[src/rtl/vend_pkg.sv]
// Shared display definitions: seven-segment font, blank code, digit map, BCD width.
package vend_pkg;

   localparam int BCD_W = 12;

   // Segment codes {dp,g,f,e,d,c,b,a}, active-high
   localparam logic [7:0] SEG_0     = 8'h3F;
   localparam logic [7:0] SEG_1     = 8'h06;
   localparam logic [7:0] SEG_2     = 8'h5B;
   localparam logic [7:0] SEG_3     = 8'h4F;
   localparam logic [7:0] SEG_4     = 8'h66;
   localparam logic [7:0] SEG_5     = 8'h6D;
   localparam logic [7:0] SEG_6     = 8'h7D;
   localparam logic [7:0] SEG_7     = 8'h07;
   localparam logic [7:0] SEG_8     = 8'h7F;
   localparam logic [7:0] SEG_9     = 8'h6F;
   localparam logic [7:0] SEG_BLANK = 8'h00;

   // Digit positions on the 8-digit display (7 = leftmost)
   localparam logic [2:0] DIG_NEED_H  = 3'd7;
   localparam logic [2:0] DIG_NEED_T  = 3'd6;
   localparam logic [2:0] DIG_NEED_U  = 3'd5;
   localparam logic [2:0] DIG_GAP_H   = 3'd4;
   localparam logic [2:0] DIG_GAP_L   = 3'd3;
   localparam logic [2:0] DIG_RIGHT_H = 3'd2;
   localparam logic [2:0] DIG_RIGHT_T = 3'd1;
   localparam logic [2:0] DIG_RIGHT_U = 3'd0;

   // Nibble used internally to force a blank digit
   localparam logic [3:0] NIB_BLANK = 4'hF;

   typedef enum logic [1:0] {CONV_IDLE, CONV_RUN, CONV_DONE} conv_state_t;

   // Any nibble outside 0..9 renders dark
   function automatic logic [7:0] seg_font(input logic [3:0] n);
      case (n)
         4'd0:    return SEG_0;
         4'd1:    return SEG_1;
         4'd2:    return SEG_2;
         4'd3:    return SEG_3;
         4'd4:    return SEG_4;
         4'd5:    return SEG_5;
         4'd6:    return SEG_6;
         4'd7:    return SEG_7;
         4'd8:    return SEG_8;
         4'd9:    return SEG_9;
         default: return SEG_BLANK;
      endcase
   endfunction

   // Replace leading zeros (hundreds, then tens) with the blank nibble
   function automatic logic [BCD_W-1:0] blank_lead(input logic [BCD_W-1:0] b);
      logic [BCD_W-1:0] r;
      r = b;
      if (b[11:8] == 4'd0) r[11:8] = NIB_BLANK;
      if (b[11:4] == 8'd0) r[7:4]  = NIB_BLANK;
      return r;
   endfunction

endpackage

[src/rtl/bin2bcd_seq.sv]
// 8-bit sequential double-dabble: IDLE samples, 8 shift-add-3 steps, one DONE cycle.
module bin2bcd_seq
   import vend_pkg::*;
(
   input  logic             clk,
   input  logic             rst_n,
   input  logic             start,
   input  logic [7:0]       bin,
   output logic             done,
   output logic [BCD_W-1:0] bcd
);

   conv_state_t        state;
   logic [BCD_W+7:0]   sr;
   logic [BCD_W+7:0]   sr_adj;
   logic [2:0]         step;

   // Add 3 to every BCD nibble that is 5 or more before the next shift
   always_comb begin
      sr_adj = sr;
      for (int i = 0; i < 3; i++) begin
         if (sr[8+4*i +: 4] >= 4'd5) sr_adj[8+4*i +: 4] = sr[8+4*i +: 4] + 4'd3;
      end
   end

   // Converter FSM; done is high exactly during the DONE cycle
   always_ff @(posedge clk or negedge rst_n) begin
      if (!rst_n) begin
         state <= CONV_IDLE;
         sr    <= '0;
         step  <= '0;
         done  <= 1'b0;
      end else begin
         case (state)
            CONV_IDLE: begin
               done <= 1'b0;
               if (start) begin
                  sr    <= {{BCD_W{1'b0}}, bin};
                  step  <= '0;
                  state <= CONV_RUN;
               end
            end
            CONV_RUN: begin
               sr   <= {sr_adj[BCD_W+6:0], 1'b0};
               step <= step + 3'd1;
               if (step == 3'd7) begin
                  state <= CONV_DONE;
                  done  <= 1'b1;
               end
            end
            CONV_DONE: begin
               done  <= 1'b0;
               state <= CONV_IDLE;
            end
            default: begin
               done  <= 1'b0;
               state <= CONV_IDLE;
            end
         endcase
      end
   end

   assign bcd = sr[BCD_W+7:8];

endmodule

[src/rtl/seg_scan_display.sv]
// Multiplexed 8-digit seven-segment driver for need / input-or-change money.
// Optional macro SEG_LZB_EN: leading-zero blanking within each 3-digit group.
module seg_scan_display
   import vend_pkg::*;
#(
   parameter int CLK_DIV = 100000
)(
   input  logic       sys_clk,
   input  logic       sys_rst_n,
   input  logic       disp_en,
   input  logic [7:0] need_money,
   input  logic [7:0] input_money,
   input  logic [7:0] change_money,
   input  logic       show_change,
   output logic [7:0] Bit_select,
   output logic [7:0] Seg_select
);

   localparam int            PW       = (CLK_DIV > 2) ? $clog2(CLK_DIV) : 1;
   localparam logic [PW-1:0] PRE_LAST = PW'(CLK_DIV - 1);

   // Group 1 = need (left), group 0 = right value
   logic [1:0][7:0]       grp_bin;
   logic [1:0]            grp_done;
   logic [1:0][BCD_W-1:0] grp_bcd;
   logic [1:0][BCD_W-1:0] grp_reg;
   logic [1:0][BCD_W-1:0] grp_show;

   logic [PW-1:0] pre;
   logic [2:0]    idx;
   logic [3:0]    nib;
   logic [7:0]    seg_next;

   assign grp_bin[1] = need_money;
   assign grp_bin[0] = show_change ? change_money : input_money;

   // Converters free-run in lock-step; both leave reset together with start tied high
   for (genvar g = 0; g < 2; g++) begin : g_conv
      bin2bcd_seq u_conv (
         .clk   (sys_clk),
         .rst_n (sys_rst_n),
         .start (1'b1),
         .bin   (grp_bin[g]),
         .done  (grp_done[g]),
         .bcd   (grp_bcd[g])
      );
   end

   // Display registers only take complete results, never partial shift state
   always_ff @(posedge sys_clk or negedge sys_rst_n) begin
      if (!sys_rst_n) grp_reg <= '0;
      else begin
         for (int g = 0; g < 2; g++)
            if (grp_done[g]) grp_reg[g] <= grp_bcd[g];
      end
   end

   // Prescaler and digit index keep running regardless of disp_en
   always_ff @(posedge sys_clk or negedge sys_rst_n) begin
      if (!sys_rst_n) begin
         pre <= '0;
         idx <= '0;
      end else if (pre == PRE_LAST) begin
         pre <= '0;
         idx <= idx + 3'd1;
      end else begin
         pre <= pre + 1'b1;
      end
   end

   // Pick the nibble for the current digit and map it through the font
   always_comb begin
`ifdef SEG_LZB_EN
      grp_show[1] = blank_lead(grp_reg[1]);
      grp_show[0] = blank_lead(grp_reg[0]);
`else
      grp_show    = grp_reg;
`endif
      nib = NIB_BLANK;
      case (idx)
         DIG_NEED_H:  nib = grp_show[1][11:8];
         DIG_NEED_T:  nib = grp_show[1][7:4];
         DIG_NEED_U:  nib = grp_show[1][3:0];
         DIG_GAP_H:   nib = NIB_BLANK;
         DIG_GAP_L:   nib = NIB_BLANK;
         DIG_RIGHT_H: nib = grp_show[0][11:8];
         DIG_RIGHT_T: nib = grp_show[0][7:4];
         DIG_RIGHT_U: nib = grp_show[0][3:0];
         default:     nib = NIB_BLANK;
      endcase
      seg_next = seg_font(nib);
   end

   // Registered outputs; disp_en only gates what reaches the pins
   always_ff @(posedge sys_clk or negedge sys_rst_n) begin
      if (!sys_rst_n) begin
         Bit_select <= 8'h00;
         Seg_select <= SEG_BLANK;
      end else if (disp_en) begin
         Bit_select <= 8'h01 << idx;
         Seg_select <= seg_next;
      end else begin
         Bit_select <= 8'h00;
         Seg_select <= SEG_BLANK;
      end
   end

endmodule

[config.mk]
export PLATFORM = sky130hd
export DESIGN_NAME = seg_scan_display
export DESIGN_NICKNAME = d
export VERILOG_FILES = /design/src/rtl/vend_pkg.sv /design/src/rtl/bin2bcd_seq.sv /design/src/rtl/seg_scan_display.sv
export SDC_FILE = /design/constraint.sdc
export NUM_CORES = 1
export LEC_CHECK = 0
export ABC_CLOCK_PERIOD_IN_PS = 4320
export BUFFER_PORTS_ARGS = -buffer_cell sky130_fd_sc_hd__buf_2
export CAP_MARGIN = 30
export CELL_PAD_IN_SITES_DETAIL_PLACEMENT = 0
export CELL_PAD_IN_SITES_GLOBAL_PLACEMENT = 2
export CORE_ASPECT_RATIO = 0.8
export CORE_MARGIN = 1.5
export CORE_UTILIZATION = 44
export CTS_CLUSTER_DIAMETER = 30
export CTS_CLUSTER_SIZE = 12
export DETAILED_ROUTE_END_ITERATION = 10
export GPL_ROUTABILITY_DRIVEN = 0
export HOLD_SLACK_MARGIN = 0.05
export PLACE_DENSITY_LB_ADDON = 0.1
export SLEW_MARGIN = 10
export SYNTH_ARGS = -nofsm -noshare
export SYNTH_HDL_FRONTEND = slang
export SYNTH_HIERARCHICAL = 1
export SYNTH_SLANG_ARGS = --single-unit
[constraint.sdc]
create_clock -name sys_clk -period 4.32 [get_ports sys_clk]
set_input_delay 0.648 -clock sys_clk [delete_from_list [all_inputs] [get_ports sys_clk]]
set_output_delay 0.648 -clock sys_clk [all_outputs]
set_load 0.01 [all_outputs]
==> flow_results.org <==
** Timing
- Count of final max-slew check failures :: 0
- Measured slew at the worst slew-check pin :: 760 ps
- Endpoints failing setup :: 0
- Hold Fails Final Rpt :: 0
- Adding up every negative setup slack in the final design gives 0 ps.
- The worst pin sits at a relative slew slack of 48.9%.
- Derived from the worst setup path, the maximum achievable clock frequency is 351 MHz.
- Unrepaired setup endpoints after global routing :: false
- The clock arrives with 6.95 ps of skew.
- Final clock period utilization by the worst path :: 65.9%
- The routed design could run at a clock period as short as 2850 ps.

** Global routing
- Wire length of the first global-routing pass :: 18200 µm
- Antenna violations before repair :: 0
- Across every metal layer, demand over resource in global routing totals 16.3%.
- Entering global routing, the biggest net connects 54 pins.
- The number of global-route vias before repair was 3710.
- After global routing the overflow that remains totals 0.

** Clock tree
- The clock tree synthesis step divided the H-tree into 3 levels.
- Maximum count of clock buffers along a single path :: 2
- The root buffer cell chosen for the clock tree is sky130_fd_sc_hd__clkbuf_16.
- Clock-pin slew was measured on the worst setup and hold paths at 70 ps.
- Post-CTS setup buffer count :: 0
- The number of clock buffers added by TritonCTS is 9.
- Clock latency on the worst-skew pair, taken at its later pin, is 350 ps.
- TritonCTS built the clock tree.
- Clock sink total :: 111
- After clock tree synthesis, the flow added hold-fix buffers numbering 0.
- In this run, post-CTS repair resized a total of 0 instances.

** Finish
- Area growth, synth to finish :: 7.43%
- Share of layout cells above drive strength 1 :: 20.2%
- Final layout net count :: 591
- Flip-flop count of the largest register, all copies and words added :: 40
- Antenna diode instance count :: 0

** Critical path
- Peak fanout along the critical path :: 16
- The critical path contains buffers and inverters numbering 2 combined.
- On the worst path, the slowest cell contributes a delay of 660 ps.
- Worst path top cell family by delay :: flip-flops
- Flop-to-flop setup slack :: 1470 ps
- STA classifies the critical path endpoint as a flip-flop.
- For the worst setup path, the data required time is 4570 ps.
- Type of the worst setup path :: flip-flop to flip-flop
- The critical path goes through inv_1 -> ha_1 -> or4_4 -> o2bb2ai_1 -> inv_1 -> ha_1 -> o32ai_1.
- Crit path arrival time :: 3100 ps
- Library cell contributing the largest single delay on the critical path :: sky130_fd_sc_hd__dfrtp_1
- STA classifies the critical path startpoint as a flip-flop.

** Floorplan
- The die is 132 µm wide.
- Initial core utilization :: 45.3%
- The core region is 0.0129 mm².
- Die height :: 106 µm
- The floorplan step defined a die boundary enclosing 0.0140 mm².
- After floorplanning, the core was divided into 37 placement rows.
- In this run the count of I/O pins placed on the die edge is 44.

** Logic synthesis
- Yosys top cell area share :: 47.5%
- Mean instance size in the synthesized netlist :: 11.3 µm²
- Most frequently used cell type in the post-synthesis netlist :: sky130_fd_sc_hd__dfrtp_1
- Synth Flop Type :: sky130_fd_sc_hd__dfrtp_1
- Main area contributors after synthesis :: sky130_fd_sc_hd__dfrtp_1, sky130_fd_sc_hd__mux2_2, sky130_fd_sc_hd__ha_1
- Mapped Area :: 0.00585 mm²
- sky130_fd_sc_hd__dfrtp_1 takes more of the synthesized area than any other cell.
- Most used standard cells in the synthesized netlist :: sky130_fd_sc_hd__dfrtp_1, sky130_fd_sc_hd__nand2_1, sky130_fd_sc_hd__inv_1, sky130_fd_sc_hd__mux2_2, sky130_fd_sc_hd__buf_4
- Number of different library cells in the post-synthesis netlist :: 56
- Sequential share of the synthesized area :: 47.5%
- The Yosys step of the flow raised 6 warnings.
- In this run, synthesis inferred 0 flip-flops with an integrated enable.
- Instance count of the mapped netlist :: 518
- After synthesis, the share of flip-flops with an asynchronous set or reset is 100%.
- Count of state elements after synthesis :: 111

** Drt
- Detail-routed via count per cell :: 5.15
- After detailed routing, the total wire length is 10400 µm.
- DR WL/cell :: 14.5 µm
- Remaining antenna violation count :: 0
- Iter 0 DRT Violations :: 213
- First-pass iteration count of the detailed router :: 4
- Via Count :: 3685
- In the routed design, unresolved DRC markers number 0.

** Place
- Input/output buffers :: 42
- Detailed placement finished with a half-perimeter wire length of 7100 µm.

** Worst hold path
- Path class of the lowest-slack min-delay path :: input pin to asynchronous set/reset pin

** Outcome
- Status :: finished clean

** Power
- Maximum ir drop on the vdd rail :: 269 µV
- Reported leakage power :: 3.01 nW
- The design draws 0.00398 W.
- Power density over the cells :: 633 mW/mm²

** Run
- Maximum capacitance violations :: 0
-- worst paths after layout --
path	start	to	depth (start not counted)
worst max-delay path	idx[2]	Seg_select[5]	7
worst min-delay path	sys_rst_n	g_conv[1].u_conv/sr[17]	1
worst max register to register	idx[2]	Seg_select[5]	7
worst min register to register	g_conv[1].u_conv/sr[1]	g_conv[1].u_conv/sr[1]	2
max in group asynchronous	sys_rst_n	g_conv[0].u_conv/sr[18]	2
min in group sys_clk	g_conv[1].u_conv/sr[1]	g_conv[1].u_conv/sr[1]	2
-- cells in the final DEF, fill, tap and decap left out, types with 5 or more instances in the layout --
cell type and count:
sky130_fd_sc_hd__a21oi_1 6, sky130_fd_sc_hd__o21ai_1 10, sky130_fd_sc_hd__nand3_1 6, sky130_fd_sc_hd__xor2_1 7
sky130_fd_sc_hd__o221ai_1 6, sky130_fd_sc_hd__a32o_1 6, sky130_fd_sc_hd__o31ai_1 7, sky130_fd_sc_hd__dfrtp_1 111
sky130_fd_sc_hd__o21ai_0 16, sky130_fd_sc_hd__conb_1 11, sky130_fd_sc_hd__buf_4 5, sky130_fd_sc_hd__nor2b_1 8
sky130_fd_sc_hd__nand2_1 44, sky130_fd_sc_hd__clkbuf_16 9, sky130_fd_sc_hd__o311ai_1 6, sky130_fd_sc_hd__o2111ai_1 12
sky130_fd_sc_hd__mux2_2 36, sky130_fd_sc_hd__inv_1 36, sky130_fd_sc_hd__nor2_1 19, sky130_fd_sc_hd__ha_1 28
sky130_fd_sc_hd__buf_2 41, sky130_fd_sc_hd__xnor2_1 14, sky130_fd_sc_hd__o32ai_1 8, sky130_fd_sc_hd__and3_1 8
sky130_fd_sc_hd__o21a_1 9, sky130_fd_sc_hd__mux2i_1 20
-- metal layers --
| metal | global-route usage (%) | vias to the layer above | part of all wire [%] |
|---|---|---|---|
| li1 | - | 1830 | - |
| met1 | 23.5 | 1777 | 53 |
| met2 | 24.0 | 69 | 42 |
| met3 | 4.48 | 9 | 4.1 |
| met4 | 4.76 | 0 | 1.1 |
| met5 | 0 | - | 0 |
-- cells by family (layout without fill, tap and decap cells) --
logic type / after synthesis / count (layout) / synth area share (%)
DFF: 111 / 111 / 47.5
AOI/OAI and AO/OA: 109 / 109 / 14.6
and+or+nand+nor: 106 / 106 / 9.39
buffers and inverters: 85 / 98 / 8.90
muxes: 56 / 56 / 10.4
adders and majority gates: 28 / 28 / 5.99
xor gates and xnor gates: 21 / 21 / 3.15
other: 2 / 11 / 0.128
-- layout make-up --
class                   instances  area [µm²]
well taps                     175         219
flip-flops and latches        111        2780
inverters                      36         135
repair buffers                 46         243
fillers                      1210        6640
multi-input cells             331        2580
clock inverters                 5        81.3
clock buffers                  11         243
-- metrics by stage --
| stage | utilization, % | std cells | instance area (µm²) | worst slack [ps] | hold WS [ps] |
|---|---|---|---|---|---|
| 2_1_floorplan | - | 527 | 5880 | 1940 | 352 |
| 3_3_place_gp | 46.1 | 699 | 5960 | 1610 | 469 |
| 3_5_place_dp | 46.1 | 699 | 5960 | 1490 | 475 |
| 4_1_cts | 48.6 | 715 | 6280 | 1480 | 354 |
| 5_1_grt | 48.6 | 715 | 6280 | 1320 | 382 |
| 6_report | 48.6 | 715 | 6280 | 1470 | 326 |
-- power by group --
part	internal (W)	leakage [nW]	total (W)	switching, W
combinational	0.000687	1.42	0.00141	0.000720
sequential	0.00137	1.43	0.00167	0.000291
clock	0.000525	0.156	0.000906	0.000381
total	0.00259	3.01	0.00398	0.00139
Note: power is estimated with default switching activity, not from simulation.
